$ cat config.mk
export PLATFORM = sky130hd
export DESIGN_NAME = fast_ring_fetch
export DESIGN_NICKNAME = d
export VERILOG_FILES = /design/src/rtl/fast_pkg.sv /design/src/rtl/fast_ring_addr_gen.sv /design/src/rtl/fast_ring_fetch.sv
export SDC_FILE = /design/constraint.sdc
export NUM_CORES = 1
export LEC_CHECK = 0
export CORE_MARGIN = 10
export CORE_UTILIZATION = 45
export CTS_CLUSTER_DIAMETER = 60
export CTS_CLUSTER_SIZE = 8
export DETAILED_ROUTE_END_ITERATION = 6
export PLACE_DENSITY = 0.74
export SYNTH_ARGS = -nofsm -noshare
export SYNTH_HDL_FRONTEND = slang
export SYNTH_SLANG_ARGS = --single-unit
$ cat constraint.sdc
create_clock -name clk -period 4.9 [get_ports clk]
set_clock_uncertainty 0.2 [all_clocks]
set_input_delay 0.735 -clock clk [delete_from_list [all_inputs] [get_ports clk]]
set_output_delay 0.735 -clock clk [all_outputs]
set_load 0.005 [all_outputs]
$ cat src/rtl/fast_pkg.sv
// Shared constants for the FAST ring fetcher: radius-3 Bresenham circle offsets
// (clockwise from top) and the fetch sequencer state encoding.
package fast_pkg;

    localparam int RING_SIZE = 16;
    localparam int RADIUS    = 3;

    localparam logic signed [2:0] RING_DX [RING_SIZE] = '{
        3'sd0,  3'sd1,  3'sd2,  3'sd3,  3'sd3,  3'sd3,  3'sd2,  3'sd1,
        3'sd0, -3'sd1, -3'sd2, -3'sd3, -3'sd3, -3'sd3, -3'sd2, -3'sd1
    };

    localparam logic signed [2:0] RING_DY [RING_SIZE] = '{
        -3'sd3, -3'sd3, -3'sd2, -3'sd1,  3'sd0,  3'sd1,  3'sd2,  3'sd3,
         3'sd3,  3'sd3,  3'sd2,  3'sd1,  3'sd0, -3'sd1, -3'sd2, -3'sd3
    };

    typedef enum logic [1:0] {
        IDLE  = 2'd0,
        FETCH = 2'd1,
        DRAIN = 2'd2,
        HOLD  = 2'd3
    } fetch_state_t;

    // Slot 0 is the centre; slots 1..16 map onto table entries 0..15.
    function automatic logic [3:0] ring_entry(input logic [4:0] idx);
        return 4'(idx - 5'd1);
    endfunction

endpackage

$ cat src/rtl/fast_ring_addr_gen.sv
// Maps (centre, slot index) to an SRAM read address plus a zero-fill flag.
// FAST_RING_CLAMP_BORDER_EN: clamp off-image points to the border instead of zero-filling.
module fast_ring_addr_gen
    import fast_pkg::*;
#(
    parameter int X_MAX = 5,
    parameter int Y_MAX = 5,
    localparam int XW = $clog2(X_MAX),
    localparam int YW = $clog2(Y_MAX)
)(
    input  logic [XW-1:0] cx,
    input  logic [YW-1:0] cy,
    input  logic [4:0]    idx,
    output logic [XW-1:0] ax,
    output logic [YW-1:0] ay,
    output logic          oob
);

    localparam int XS = XW + 2;
    localparam int YS = YW + 2;

    logic signed [2:0]    dx_s;
    logic signed [2:0]    dy_s;
    logic signed [XS-1:0] sx_s;
    logic signed [YS-1:0] sy_s;
    logic signed [XS-1:0] xmax_s;
    logic signed [YS-1:0] ymax_s;
    logic                 oob_x_s;
    logic                 oob_y_s;

    // Offset lookup for the current slot.
    always_comb begin
        dx_s = 3'sd0;
        dy_s = 3'sd0;
        if (idx == 5'd0) begin
            dx_s = 3'sd0;
            dy_s = 3'sd0;
        end else begin
            dx_s = RING_DX[ring_entry(idx)];
            dy_s = RING_DY[ring_entry(idx)];
        end
    end

    assign xmax_s  = XS'(X_MAX - 1);
    assign ymax_s  = YS'(Y_MAX - 1);
    assign sx_s    = $signed({2'b00, cx}) + XS'(dx_s);
    assign sy_s    = $signed({2'b00, cy}) + YS'(dy_s);
    assign oob_x_s = sx_s[XS-1] || (sx_s > xmax_s);
    assign oob_y_s = sy_s[YS-1] || (sy_s > ymax_s);

`ifdef FAST_RING_CLAMP_BORDER_EN
    // Replicate the border: clamp each axis independently, always read.
    always_comb begin
        ax  = sx_s[XW-1:0];
        ay  = sy_s[YW-1:0];
        oob = 1'b0;
        if (sx_s[XS-1]) begin
            ax = {XW{1'b0}};
        end else if (sx_s > xmax_s) begin
            ax = xmax_s[XW-1:0];
        end else begin
            ax = sx_s[XW-1:0];
        end
        if (sy_s[YS-1]) begin
            ay = {YW{1'b0}};
        end else if (sy_s > ymax_s) begin
            ay = ymax_s[YW-1:0];
        end else begin
            ay = sy_s[YW-1:0];
        end
    end
`else
    // Off-image points issue no read and are zero-filled downstream.
    always_comb begin
        ax  = {XW{1'b0}};
        ay  = {YW{1'b0}};
        oob = oob_x_s || oob_y_s;
        if (oob) begin
            ax = {XW{1'b0}};
            ay = {YW{1'b0}};
        end else begin
            ax = sx_s[XW-1:0];
            ay = sy_s[YW-1:0];
        end
    end
`endif

endmodule

$ cat src/rtl/fast_ring_fetch.sv
// Fetches a centre pixel plus its radius-3 ring from the image SRAM and hands the
// packed ring to the FAST segment test. Border policy selected by FAST_RING_CLAMP_BORDER_EN.
module fast_ring_fetch
    import fast_pkg::*;
#(
    parameter int PIXEL_DEPTH = 8,
    parameter int X_MAX = 5,
    parameter int Y_MAX = 5,
    localparam int XW = $clog2(X_MAX),
    localparam int YW = $clog2(Y_MAX)
)(
    input  logic                          clk,
    input  logic                          n_rst,
    input  logic                          in_valid,
    output logic                          in_ready,
    input  logic [XW-1:0]                 in_x,
    input  logic [YW-1:0]                 in_y,
    output logic [XW-1:0]                 sram_x_addr,
    output logic [YW-1:0]                 sram_y_addr,
    output logic                          sram_ren,
    output logic                          sram_wen,
    input  logic [PIXEL_DEPTH-1:0]        sram_rdat,
    output logic                          out_valid,
    input  logic                          out_ready,
    output logic [PIXEL_DEPTH-1:0]        out_center,
    output logic [16*PIXEL_DEPTH-1:0]     out_ring,
    output logic [XW-1:0]                 out_x,
    output logic [YW-1:0]                 out_y
);

    fetch_state_t            state_r;
    fetch_state_t            next_state_s;
    logic [4:0]              idx_r;
    logic [XW-1:0]           cx_r;
    logic [YW-1:0]           cy_r;
    logic                    in_ready_r;
    logic                    out_valid_r;
    logic                    cap_valid_r;
    logic [4:0]              cap_idx_r;
    logic                    cap_oob_r;
    logic [PIXEL_DEPTH-1:0]  cap_data_s;
    logic [PIXEL_DEPTH-1:0]  center_r;
    logic [PIXEL_DEPTH-1:0]  ring_r [RING_SIZE];
    logic [XW-1:0]           ax_s;
    logic [YW-1:0]           ay_s;
    logic                    oob_s;

    fast_ring_addr_gen #(.X_MAX(X_MAX), .Y_MAX(Y_MAX)) u_addr_gen (
        .cx  (cx_r),
        .cy  (cy_r),
        .idx (idx_r),
        .ax  (ax_s),
        .ay  (ay_s),
        .oob (oob_s)
    );

    // State register.
    always_ff @(posedge clk or negedge n_rst) begin
        if (!n_rst) begin
            state_r <= IDLE;
        end else begin
            state_r <= next_state_s;
        end
    end

    // Next-state logic: one centre at a time, no overlap.
    always_comb begin
        next_state_s = state_r;
        case (state_r)
            IDLE:    if (in_valid && in_ready_r) next_state_s = FETCH; else next_state_s = IDLE;
            FETCH:   if (idx_r == 5'd16) next_state_s = DRAIN; else next_state_s = FETCH;
            DRAIN:   next_state_s = HOLD;
            HOLD:    if (out_ready) next_state_s = IDLE; else next_state_s = HOLD;
            default: next_state_s = IDLE;
        endcase
    end

    // Read-slot outputs; the address generator already zeroes off-image addresses.
    always_comb begin
        sram_ren    = 1'b0;
        sram_x_addr = {XW{1'b0}};
        sram_y_addr = {YW{1'b0}};
        case (state_r)
            FETCH: begin
                sram_ren    = !oob_s;
                sram_x_addr = ax_s;
                sram_y_addr = ay_s;
            end
            default: begin
                sram_ren    = 1'b0;
                sram_x_addr = {XW{1'b0}};
                sram_y_addr = {YW{1'b0}};
            end
        endcase
    end

    // Handshake flags registered from the next state, so both are low during reset.
    always_ff @(posedge clk or negedge n_rst) begin
        if (!n_rst) begin
            in_ready_r  <= 1'b0;
            out_valid_r <= 1'b0;
        end else begin
            in_ready_r  <= (next_state_s == IDLE);
            out_valid_r <= (next_state_s == HOLD);
        end
    end

    // Centre latch and slot counter.
    always_ff @(posedge clk or negedge n_rst) begin
        if (!n_rst) begin
            cx_r  <= {XW{1'b0}};
            cy_r  <= {YW{1'b0}};
            idx_r <= 5'd0;
        end else if ((state_r == IDLE) && in_valid && in_ready_r) begin
            cx_r  <= in_x;
            cy_r  <= in_y;
            idx_r <= 5'd0;
        end else if ((state_r == FETCH) && (idx_r != 5'd16)) begin
            idx_r <= idx_r + 5'd1;
        end else begin
            idx_r <= idx_r;
        end
    end

    assign cap_data_s = cap_oob_r ? {PIXEL_DEPTH{1'b0}} : sram_rdat;

    // Capture pipeline: slot tag follows the read by one cycle to meet the SRAM data.
    always_ff @(posedge clk or negedge n_rst) begin
        if (!n_rst) begin
            cap_valid_r <= 1'b0;
            cap_idx_r   <= 5'd0;
            cap_oob_r   <= 1'b0;
            center_r    <= {PIXEL_DEPTH{1'b0}};
            for (int k = 0; k < RING_SIZE; k++) begin
                ring_r[k] <= {PIXEL_DEPTH{1'b0}};
            end
        end else begin
            cap_valid_r <= (state_r == FETCH);
            cap_idx_r   <= idx_r;
            cap_oob_r   <= oob_s;
            if (cap_valid_r) begin
                if (cap_idx_r == 5'd0) begin
                    center_r <= cap_data_s;
                end
                for (int k = 0; k < RING_SIZE; k++) begin
                    if (cap_idx_r == 5'(k + 1)) begin
                        ring_r[k] <= cap_data_s;
                    end
                end
            end
        end
    end

    // Pack ring points, point 1 in the least significant byte lane.
    always_comb begin
        out_ring = {(16*PIXEL_DEPTH){1'b0}};
        for (int k = 0; k < RING_SIZE; k++) begin
            out_ring[k*PIXEL_DEPTH +: PIXEL_DEPTH] = ring_r[k];
        end
    end

    assign in_ready   = in_ready_r;
    assign out_valid  = out_valid_r;
    assign out_center = center_r;
    assign out_x      = cx_r;
    assign out_y      = cy_r;
    assign sram_wen   = 1'b0;

endmodule

==> flow_summary_export.csv <==
group,metric,value,unit
power,powerDensity,774.8,mW/mm²
global_route,groute.usage.overall,18.17,%
sta,period_minus_slack,4.752,ns
logic_synthesis,synth-seq-cells,158,
logic_synthesis,synth_top_area_share,59.63,%
worst_setup_path,worstPathRequired,3.96,ns
worst_setup_path,crit_buf_inv,6,
clocking,clk_pin_slew,0.06,ns
cells_and_area,utilization,64.41,%
die,dieWidth,141.4,µm
logic_synthesis,ys_seq_area_share,59.63,%
logic_synthesis,synth.distinct_cells,48,
placement,port_buffers,168,
logic_synthesis,syn_inst,555,
drt,antenna_left,0,
drt,vias,4970,
drt,vias_per_cell,5.310,
die,die-area,0.01999,mm²
logic_synthesis,synth_warnings,0,
clocking,cts-buffers-inserted,17,
sta,worstMarginPinSlew,1.094,ns
power,ir_drop,0.001003,V
clocking,cts_root_buf,"clkbuf_16",
logic_synthesis,synth_edf_count,0,
drt,dr.pass1.iters,4,
global_route,antenna_found_initial,0,
cells_and_area,syn_to_final_growth,40.67,%
clocking,clkLatencyLatePin,0.42,ns
clocking,htree_levels,4,
die,num_rows,44,
status,status,"finished clean",
logic_synthesis,synthArstFlopShare,100.0,%
clocking,cts_hold_buffers,0,
worst_setup_path,slowest_delay,0.44,ns
sta,min_period_over_period,96.98,%
cells_and_area,n_fill_cell,1073,
cells_and_area,antennaDiodeCount,0,
hold_path,worstHoldPathType,"register to register",
drt,drcViolationCount,0,
power,power,7.226,mW
logic_synthesis,synth_top_area_cell,"dfrtp_1",
job,cap_violations,0,
clocking,clock_path_buffers,2,
logic_synthesis,syn_area_per_cell,11.95,µm²
drt,wire_per_inst,19.88,µm
drt,wl,18600,µm
die,pin_count,170,
worst_setup_path,worstPathCellList,"inv_2 -> ha_1 -> buf_6 -> buf_4 -> nand2b_1 -> a21oi_1 -> a311o_2 -> inv_1 -> ha_1 -> xor2_1 -> o22ai_2 -> nor4b_4 -> mux2i_4 -> buf_4 -> nor4_4 -> buf_2",
sta,fin_ws,0.1480,ns
global_route,grt_pass1_vias,5235,
sta,slew_violations,0,
logic_synthesis,synth_area_leaders,"dfrtp_1, mux2_1, nand2_1",
worst_setup_path,cp_max_fo,9,
global_route,overflow,0,
placement,place_ws,-0.04951,ns
die,die_h,141.4,µm
clocking,cts_sinks,158,
die,core_area,0.01448,mm²
worst_setup_path,end_kind,"output pin",
logic_synthesis,ys.flop_type,"dfrtp_1",
placement,dp_hpwl,13030,µm
worst_setup_path,cp_slowest_cell,"dfrtp_2",
worst_setup_path,crit_path_start_kind,"register",
sta,setup_violations,0,
clocking,cts_tree,"done",
power,leakagePower,4.242,nW
worst_setup_path,critPathKind,"register to output pin",
worst_setup_path,arrival,3.82,ns
logic_synthesis,netlist_area,0.006630,mm²
global_route,grt_max_degree,122,
global_route,grt_pass1_wl,28720,µm
placement,gp_congestion,0.8847,
logic_synthesis,synth_nets,588,
worst_setup_path,path_delay_family,"buffers and inverters",
die,start_util,45.79,%
sta,tns,0,ns
drt,drtIter0Drc,396,
cells_and_area,drive_above_1_share,12.50,%
sta,relSlewSlack,27.09,%
sta,hold_violations,0,
sta,fmax,0.2104,GHz
cells_and_area,nets,772,
==> registers in the layout (all words and copies together), names as in the netlist <==
| signal | count |
|---|---|
| cap_idx_r | 5 |
| cap_oob_r | 1 |
| cap_valid_r | 1 |
| idx_r | 5 |
| in_ready | 1 |
| out_center | 8 |
| out_ring | 128 |
| out_valid | 1 |
| out_x | 3 |
| out_y | 3 |
| state_r | 2 |
==> cell type report <==
cell class              instances  area [µm²]  share of cell area, %
flip-flops and latches        158        3955                  42.41
multi-input cells             367        2728                  29.25
repair buffers                186        1794                  19.24
clock buffers                  17       425.4                  4.561
well taps                     184       230.2                  2.468
clock inverters                15       160.2                  1.717
inverters                       9       33.78                 0.3622
==> synthesized netlist by cell type (6+ instances only) <==
cell,n
dfrtp_1,158
nand2_1,88
mux2_1,75
o21ai_1,66
nor2_1,23
nor2b_1,14
clkbuf_1,13
ha_1,13
nand2b_1,12
a21oi_1,10
inv_1,8
xor2_1,6
==> placed cells by master, fill, tap and decap left out, types with 4 or more instances in the layout <==
cell and count:
a21oi_1 7, buf_2 6, buf_4 15, buf_6 4, clkbuf_16 17, clkdlybuf4s50_1 160, clkinvlp_4 4, dfrtp_1 157
ha_1 11, inv_1 6, mux2_1 75, nand2_1 88, nand2b_1 12, nand4_1 5, nor2_1 22, nor2b_1 14
o21ai_1 66, xor2_1 4
==> worst paths after layout <==
path / endpoint / from / cells after the start / slack, ns
worst min register to register: cap_idx_r[1] / idx_r[1] / 0 / 0.25
worst min-delay path: cap_idx_r[1] / idx_r[1] / 0 / 0.25
min in group asynchronous: out_ring[24] / n_rst / 1 / 0.26
max in group asynchronous: out_ring[15] / n_rst / 2 / 3.12
worst max register to register: cap_oob_r / idx_r[0] / 15 / 1.19
worst max-delay path: sram_x_addr[0] / idx_r[0] / 16 / 0.15
==> through the flow <==
step / area [µm²] / hold slack [ns] / instances
2_1_floorplan: 6630 / 0.1745 / 555
5_1_grt: 9326 / 0.2590 / 936
3_5_place_dp: 8492 / 0.1887 / 893
3_3_place_gp: 8492 / 0.1859 / 893
6_report: 9326 / 0.2501 / 936
4_1_cts: 9168 / 0.2039 / 932
==> timing repair <==
action	in CTS	in global routing
gates resized for setup	37	26
buffers inserted	7	4
setup endpoints to repair	7	7
pin swaps	7	9
==> layer usage <==
layer | wire length (µm) | up-vias | track usage (%)
li1 | - | 2288 | -
met1 | 7605 | 2484 | 21.30
met2 | 9346 | 178 | 30.45
met3 | 1396 | 20 | 6.375
met4 | 255 | 0 | 5.971
met5 | 0 | - | 0
==> power breakdown <==
part / switching (mW) / total, mW / internal, mW
clock network: 0.550 / 1.31 / 0.755
registers: 0.356 / 2.15 / 1.79
logic: 1.82 / 3.77 / 1.95
==> kinds of logic after synthesis <==
kind of cell | synth area share [%]
multiplexers | 13.87
AND/OR/NAND/NOR | 12.61
adder cells (fa/ha/maj) | 3.057
XOR/XNOR | 1.170
AO/OA/AOI/OAI | 7.530
other | 0.05656
flip-flops | 59.63
buffers and inverters | 2.076
No activity file was read; power rests on OpenSTA's default activity.
